File: config.mk
export PLATFORM = sky130hd
export DESIGN_NAME = apb_regbank_slave
export DESIGN_NICKNAME = d
export VERILOG_FILES = /design/src/rtl/apb_pkg.sv /design/src/rtl/apb_addr_decoder.sv /design/src/rtl/apb_regbank_slave.sv
export SDC_FILE = /design/constraint.sdc
export NUM_CORES = 1
export LEC_CHECK = 0
export ABC_AREA = 1
export CAP_MARGIN = 20
export CORE_ASPECT_RATIO = 1.4
export CORE_MARGIN = 2
export CORE_UTILIZATION = 45
export DETAILED_ROUTE_END_ITERATION = 16
export GPL_TIMING_DRIVEN = 0
export PLACE_DENSITY = 0.83
export SLEW_MARGIN = 20
export SYNTH_ARGS = -nofsm -noshare
export SYNTH_HDL_FRONTEND = slang
export SYNTH_SLANG_ARGS = --single-unit
File: constraint.sdc
create_clock -name pclk -period 12.26 [get_ports pclk]
set_input_delay 2.452 -clock pclk [delete_from_list [all_inputs] [get_ports pclk]]
set_output_delay 2.452 -clock pclk [all_outputs]
set_load 0.005 [all_outputs]
File: src/rtl/apb_pkg.sv
// Shared types and helpers for the APB register bank: FSM states, decode errors, strobe merge.
// Combinational helpers only; no latency or flow control of their own.
package apb_pkg;

    typedef enum logic {IDLE, ACCESS} apb_state_e;

    typedef enum logic [1:0] {OK, UNALIGNED, UNMAPPED, RO_WRITE} apb_err_e;

    localparam int MAX_DW = 64;
    localparam int MAX_SW = MAX_DW / 8;

    // Sized for the widest legal bus; callers zero-extend and truncate.
    function automatic logic [MAX_DW-1:0] strb_merge(
        input logic [MAX_DW-1:0] old_v,
        input logic [MAX_DW-1:0] new_v,
        input logic [MAX_SW-1:0] strb
    );
        logic [MAX_DW-1:0] res;
        res = old_v;
        for (int b = 0; b < MAX_SW; b++) begin
            if (strb[b]) begin
                res[b*8 +: 8] = new_v[b*8 +: 8];
            end
        end
        return res;
    endfunction

endpackage

File: src/rtl/apb_addr_decoder.sv
// Maps a byte address and direction to a word index and an error class.
// Purely combinational; no latency and no backpressure.
module apb_addr_decoder
    import apb_pkg::*;
#(
    parameter int ADDR_WIDTH = 8,
    parameter int NUM_RW     = 4,
    parameter int NUM_RO     = 2,
    parameter int LSB        = 2,
    parameter int IDXW       = ADDR_WIDTH - LSB
) (
    input  logic [ADDR_WIDTH-1:0] paddr_i,
    input  logic                  pwrite_i,
    output logic [IDXW-1:0]       idx_o,
    output logic                  is_ro_o,
    output apb_err_e              err_o
);

    logic misaligned;

    generate
        if (LSB > 0) begin : g_lsb
            assign misaligned = |paddr_i[LSB-1:0];
        end else begin : g_no_lsb
            assign misaligned = 1'b0;
        end
    endgenerate

    assign idx_o   = paddr_i[ADDR_WIDTH-1:LSB];
    assign is_ro_o = 32'(idx_o) >= 32'(NUM_RW);

    // Priority: alignment first, then map range, then direction.
    always_comb begin
        err_o = OK;
        if (misaligned) begin
            err_o = UNALIGNED;
        end else if (32'(idx_o) >= 32'(NUM_RW + NUM_RO)) begin
            err_o = UNMAPPED;
        end else if (pwrite_i && is_ro_o) begin
            err_o = RO_WRITE;
        end
    end

endmodule

File: src/rtl/apb_regbank_slave.sv
// APB4 CSR bank: NUM_RW byte-strobed control regs plus NUM_RO status words, with error response.
// Latency setup + WAIT_STATES + 1 access cycles; waits via pready, aborts if pselx drops mid-access.
module apb_regbank_slave
    import apb_pkg::*;
#(
    parameter int                    DATA_WIDTH  = 32,
    parameter int                    ADDR_WIDTH  = 8,
    parameter int                    NUM_RW      = 4,
    parameter int                    NUM_RO      = 2,
    parameter int                    WAIT_STATES = 2,
    parameter logic [DATA_WIDTH-1:0] RESET_VAL   = '0
) (
    input  logic                           pclk,
    input  logic                           preset,
    input  logic [ADDR_WIDTH-1:0]          paddr,
    input  logic                           pselx,
    input  logic                           penable,
    input  logic                           pwrite,
    input  logic [DATA_WIDTH-1:0]          pwdata,
    input  logic [DATA_WIDTH/8-1:0]        pstrb,
    output logic [DATA_WIDTH-1:0]          prdata,
    output logic                           pready,
    output logic                           pslverr,
    output logic [NUM_RW*DATA_WIDTH-1:0]   rw_regs_o,
    input  logic [NUM_RO*DATA_WIDTH-1:0]   ro_regs_i,
    output logic [NUM_RW-1:0]              wr_pulse_o
);

    localparam int SW   = DATA_WIDTH / 8;
    localparam int LSB  = $clog2(SW);
    localparam int IDXW = ADDR_WIDTH - LSB;

    generate
        if (!(DATA_WIDTH == 8 || DATA_WIDTH == 16 || DATA_WIDTH == 32 || DATA_WIDTH == 64)) begin : g_bad_dw
            $error("apb_regbank_slave: DATA_WIDTH must be 8, 16, 32 or 64");
        end
        if (NUM_RW + NUM_RO > 2**IDXW) begin : g_bad_map
            $error("apb_regbank_slave: NUM_RW + NUM_RO exceeds the addressable word count");
        end
    endgenerate

    apb_state_e              state_q, state_d;
    logic [3:0]              cnt_q, cnt_d;
    logic [ADDR_WIDTH-1:0]   paddr_q, paddr_d;
    logic                    pwrite_q, pwrite_d;
    logic [DATA_WIDTH-1:0]   pwdata_q, pwdata_d;
    logic [SW-1:0]           pstrb_q, pstrb_d;
    logic [DATA_WIDTH-1:0]   regs_q [NUM_RW];
    logic [DATA_WIDTH-1:0]   regs_d [NUM_RW];
    logic [NUM_RW-1:0]       wr_pulse_q, wr_pulse_d;

    logic [IDXW-1:0]         idx;
    logic                    is_ro;
    apb_err_e                err;
    logic                    commit;
    logic                    wr_commit;
    logic                    rd_ok;

    apb_addr_decoder #(
        .ADDR_WIDTH (ADDR_WIDTH),
        .NUM_RW     (NUM_RW),
        .NUM_RO     (NUM_RO),
        .LSB        (LSB),
        .IDXW       (IDXW)
    ) u_dec (
        .paddr_i  (paddr_q),
        .pwrite_i (pwrite_q),
        .idx_o    (idx),
        .is_ro_o  (is_ro),
        .err_o    (err)
    );

    always_comb begin
        state_d  = state_q;
        cnt_d    = cnt_q;
        paddr_d  = paddr_q;
        pwrite_d = pwrite_q;
        pwdata_d = pwdata_q;
        pstrb_d  = pstrb_q;
        pready   = 1'b0;
        case (state_q)
            IDLE: begin
                if (pselx && !penable) begin
                    state_d  = ACCESS;
                    cnt_d    = 4'(WAIT_STATES);
                    paddr_d  = paddr;
                    pwrite_d = pwrite;
                    pwdata_d = pwdata;
                    pstrb_d  = pstrb;
                end
            end
            ACCESS: begin
                pready = (cnt_q == 4'd0);
                if (!pselx) begin
                    state_d = IDLE;
                end else if (penable) begin
                    if (cnt_q != 4'd0) begin
                        cnt_d = cnt_q - 4'd1;
                    end else begin
                        state_d = IDLE;
                    end
                end
            end
            default: state_d = IDLE;
        endcase
    end

    assign commit    = pready && pselx && penable;
    assign pslverr   = pready && (err != OK);
    assign wr_commit = commit && pwrite_q && (err == OK) && (pstrb_q != '0);
    assign rd_ok     = pready && !pwrite_q && (err == OK);

    always_comb begin
        logic [MAX_DW-1:0] merged;
        merged     = '0;
        regs_d     = regs_q;
        wr_pulse_d = '0;
        for (int i = 0; i < NUM_RW; i++) begin
            if (wr_commit && idx == IDXW'(i)) begin
                merged     = strb_merge(MAX_DW'(regs_q[i]), MAX_DW'(pwdata_q), MAX_SW'(pstrb_q));
                regs_d[i]  = merged[DATA_WIDTH-1:0];
                wr_pulse_d[i] = 1'b1;
            end
        end
    end

    // Status words are sampled live so a read returns the value present at completion.
    always_comb begin
        prdata = '0;
        if (rd_ok) begin
            if (is_ro) begin
                for (int j = 0; j < NUM_RO; j++) begin
                    if (idx == IDXW'(NUM_RW + j)) begin
                        prdata = ro_regs_i[j*DATA_WIDTH +: DATA_WIDTH];
                    end
                end
            end else begin
                for (int i = 0; i < NUM_RW; i++) begin
                    if (idx == IDXW'(i)) begin
                        prdata = regs_q[i];
                    end
                end
            end
        end
    end

    always_ff @(posedge pclk or posedge preset) begin
        if (preset) begin
            state_q    <= IDLE;
            cnt_q      <= '0;
            paddr_q    <= '0;
            pwrite_q   <= 1'b0;
            pwdata_q   <= '0;
            pstrb_q    <= '0;
            wr_pulse_q <= '0;
            for (int i = 0; i < NUM_RW; i++) begin
                regs_q[i] <= RESET_VAL;
            end
        end else begin
            state_q    <= state_d;
            cnt_q      <= cnt_d;
            paddr_q    <= paddr_d;
            pwrite_q   <= pwrite_d;
            pwdata_q   <= pwdata_d;
            pstrb_q    <= pstrb_d;
            wr_pulse_q <= wr_pulse_d;
            regs_q     <= regs_d;
        end
    end

    generate
        for (genvar g = 0; g < NUM_RW; g++) begin : g_flat
            assign rw_regs_o[g*DATA_WIDTH +: DATA_WIDTH] = regs_q[g];
        end
    endgenerate

    assign wr_pulse_o = wr_pulse_q;

endmodule

==> impl_metrics.py <==
metrics = {
    "run": {
        "max_cap_viol_count": 0,
    },
    "route": {
        "drt-pass1-iter-count": 7,
        "drt_iter0_drc": 804,
        "wl_per_cell_um": 20.2,
        "post_drt_via_cell_ratio": 5.59,
        "ant_nets": 0,
        "num_vias": 9646,
        "drc": 0,
        "routed_wirelength_um": 34900,
    },
    "timing": {
        "skew_ns": 0.0122,
        "tns_ns": 0,
        "period_needed_ns": 6.49,
        "worst_slew_margin_rel_pct": 42.5,
        "tightest_slew_ns": 0.862,
        "whs_ns": 0.498,
        "period_share_pct": 52.9,
        "rsz0062_at_grt": "no",
        "drv_slew": 0,
        "finalHoldViolCount": 0,
        "setup_viol": 0,
        "fmax_ghz": 0.154,
    },
    "setup_path": {
        "cp_max_fo": 1,
        "critPathSlowestCell": "clkdlybuf4s50_1",
        "arrival_ns": 4.04,
        "crit_path_max_incr_delay_ns": 0.55,
        "startpoint_type": "primary input",
        "reg2reg_from": "paddr_q[3]",
        "path_cells": "clkdlybuf4s50_1, nand3_1, nand3_1, nand2_1, nor2_1, clkdlybuf4s50_1",
        "ff2ff_path_depth": 7,
        "cp-startpoint": "ro_regs_i[29]",
        "path_class": "in2out",
        "worst-path-buf-inv": 2,
        "critPathTopFamily": "buffers and inverters",
        "cp-end-kind": "output pin",
        "worst-path-stages": 6,
        "cp.required_ns": 9.81,
    },
    "synthesis": {
        "synth.area.mux_share_pct": 4.98,
        "yosys.area.top_type": "dfrtp_1",
        "synthArstFlopShare_pct": 100,
        "synth_most_common_cell": "nand2_1",
        "synth_compound_area_share_pct": 0.662,
        "synth_area_leaders": "dfrtp_1, nand2_1, nand3_1",
        "synth_top_area_share_pct": 49.1,
        "yosys.area_share.simple_pct": 40.4,
        "synth_cell_types": 27,
        "synth_xor_area_share_pct": 0.0945,
        "ys.flop_type": "dfrtp_1",
        "synthCells": 1158,
        "synth_top_family_by_area": "simple AND/OR/NAND/NOR gates",
        "yosysWarnings": 0,
        "synth_edf_count": 0,
        "synth_area_mm2": 0.00927,
        "ys_ff_latch": 182,
        "syn_nets": 1272,
        "synthTopCellsByCount": "nand2_1, nand3_1, dfrtp_1",
        "syn_area_per_cell_um2": 8.00,
        "synth-seq-area-share_pct": 49.1,
        "synthAdderAreaFrac_pct": 0.135,
    },
    "min_path": {
        "hold_path.startpoint": "cnt_q[0]",
        "holdPathStages": 2,
        "min-delay-path-class": "reg2reg",
    },
    "die": {
        "ios": 279,
        "coreArea_mm2": 0.0204,
        "start_util_pct": 45.4,
        "die_h_um": 174,
        "die_w_um": 125,
        "design.die.area_mm2": 0.0218,
        "rows": 62,
    },
    "global_routing": {
        "grt_pass1_vias": 9434,
        "antenna_found_initial": 0,
        "overflow": 0,
        "grt_max_degree": 96,
        "grt_pass1_wl_um": 52900,
        "grtUsageTotal_pct": 31.6,
    },
    "clocking": {
        "clk_pin_slew_ns": 0.07,
        "cts_resized": 0,
        "h-tree-depth": 4,
        "post_cts_buffers": 0,
        "clk-insertion-delay-late_ns": 0.43,
        "cts_hold_buf": 0,
        "clk_path_buf_depth": 2,
        "cts_made_buffers": 17,
        "root_buffer": "clkbuf_16",
        "clkSinkCount": 182,
        "cts_tree": "built",
    },
    "power_and_ir_drop": {
        "peakVddDrop_mv": 0.0744,
        "p_leak_nw": 6.11,
        "p_per_area_mw_per_mm2": 114,
    },
    "cells_and_area": {
        "finalNetCount": 1570,
        "fillers": 1757,
        "antenna_cells": 0,
        "syn_to_final_growth_pct": 40.0,
        "drive_gt1_share_pct": 10.4,
    },
    "placed_design": {
        "gp_congestion": 0.879,
        "dp_hpwl_um": 25100,
        "portBuffers": 278,
    },
    "run_status": {
        "status": "finished, final reports clean",
    },
}
==> routing by layer <==
| layer | up-vias | routed length (um) | GRT usage, % |
|---|---|---|---|
| met5 | - | 0 | 0 |
| met4 | 0 | 1620 | 15.9 |
| met3 | 93 | 2970 | 5.71 |
| met2 | 546 | 17400 | 54.3 |
| met1 | 4625 | 12900 | 38.1 |
| li1 | 4382 | - | - |
==> registers in the layout, indices dropped and copies added, names as in the netlist <==
name and count:
cnt_q 4, wr_pulse_o 4, state_q 1, paddr_q 8
pwrite_q 1, pwdata_q 32, rw_regs_o 128, pstrb_q 4
==> path summary, 6_finish.rpt <==
path,end,slack [ns]
setup / recovery,prdata[29],5.77
hold / removal,cnt_q[0],0.50
setup reg to reg,rw_regs_o[76],10.18
hold reg to reg,cnt_q[0],0.50
max in group asynchronous,rw_regs_o[95],8.86
min in group asynchronous,cnt_q[3],2.51
==> placed cells by master, fill, tap and decap left out, types with 2 or more instances in the layout <==
master / count
nand2_1: 464
clkdlybuf4s50_1: 278
nand3_1: 265
dfrtp_1: 182
nor2_1: 76
mux2_2: 41
buf_2: 32
clkbuf_1: 21
clkbuf_16: 17
nand3_4: 12
inv_1: 11
nor2_4: 8
inv_2: 7
buf_4: 6
a21oi_1: 5
buf_1: 5
inv_8: 5
o21ai_0: 4
buf_6: 3
clkinv_4: 3
clkinvlp_4: 3
nand2_2: 2
nor2_8: 2
nor2_2: 2
nor3_1: 2
clkbuf_8: 2
inv_6: 2
==> cell type report <==
type	count	area, um^2	area share, %
timing repair buffer	279	2810	21.7
inverter	19	78.8	0.608
tap	256	320	2.47
multi-input combinational	889	4290	33.1
clock buffer	19	453	3.49
buffer	68	352	2.71
sequential	182	4550	35.1
clock inverter	13	116	0.897
==> kinds of logic after synthesis <==
family | count (synthesis)
AO/OA/AOI/OAI | 11
XOR/XNOR | 1
adder cells (fa/ha/maj) | 1
buffers and inverters | 87
flip-flops | 182
multiplexers | 41
AND/OR/NAND/NOR | 835
==> power by group <==
part | internal (mW) | total [mW] | switching [mW] | leakage [nW]
Sequential | 0.639 | 0.685 | 0.0458 | 2.43
Combinational | 0.0923 | 0.258 | 0.165 | 3.40
Clock | 0.278 | 0.537 | 0.259 | 0.274
==> worst min-delay path: stages (launching register included) <==
cell     delay [ns]
dfrtp_1        0.36
nand2_1        0.06
nand2_1        0.05
==> stage by stage <==
stage	instance area, um^2	utilization, %	cells	total power [mW]	setup WS (ns)
2_1_floorplan	9270	-	1158	0.834	4.86
3_3_place_gp	12400	60.6	1692	0.940	2.68
3_5_place_dp	12400	60.8	1693	0.948	5.80
4_1_cts	13000	63.6	1725	1.48	5.79
5_1_grt	13000	63.6	1725	1.53	5.76
6_report	13000	63.6	1725	1.48	5.77
(Power assumes the default switching activity.)
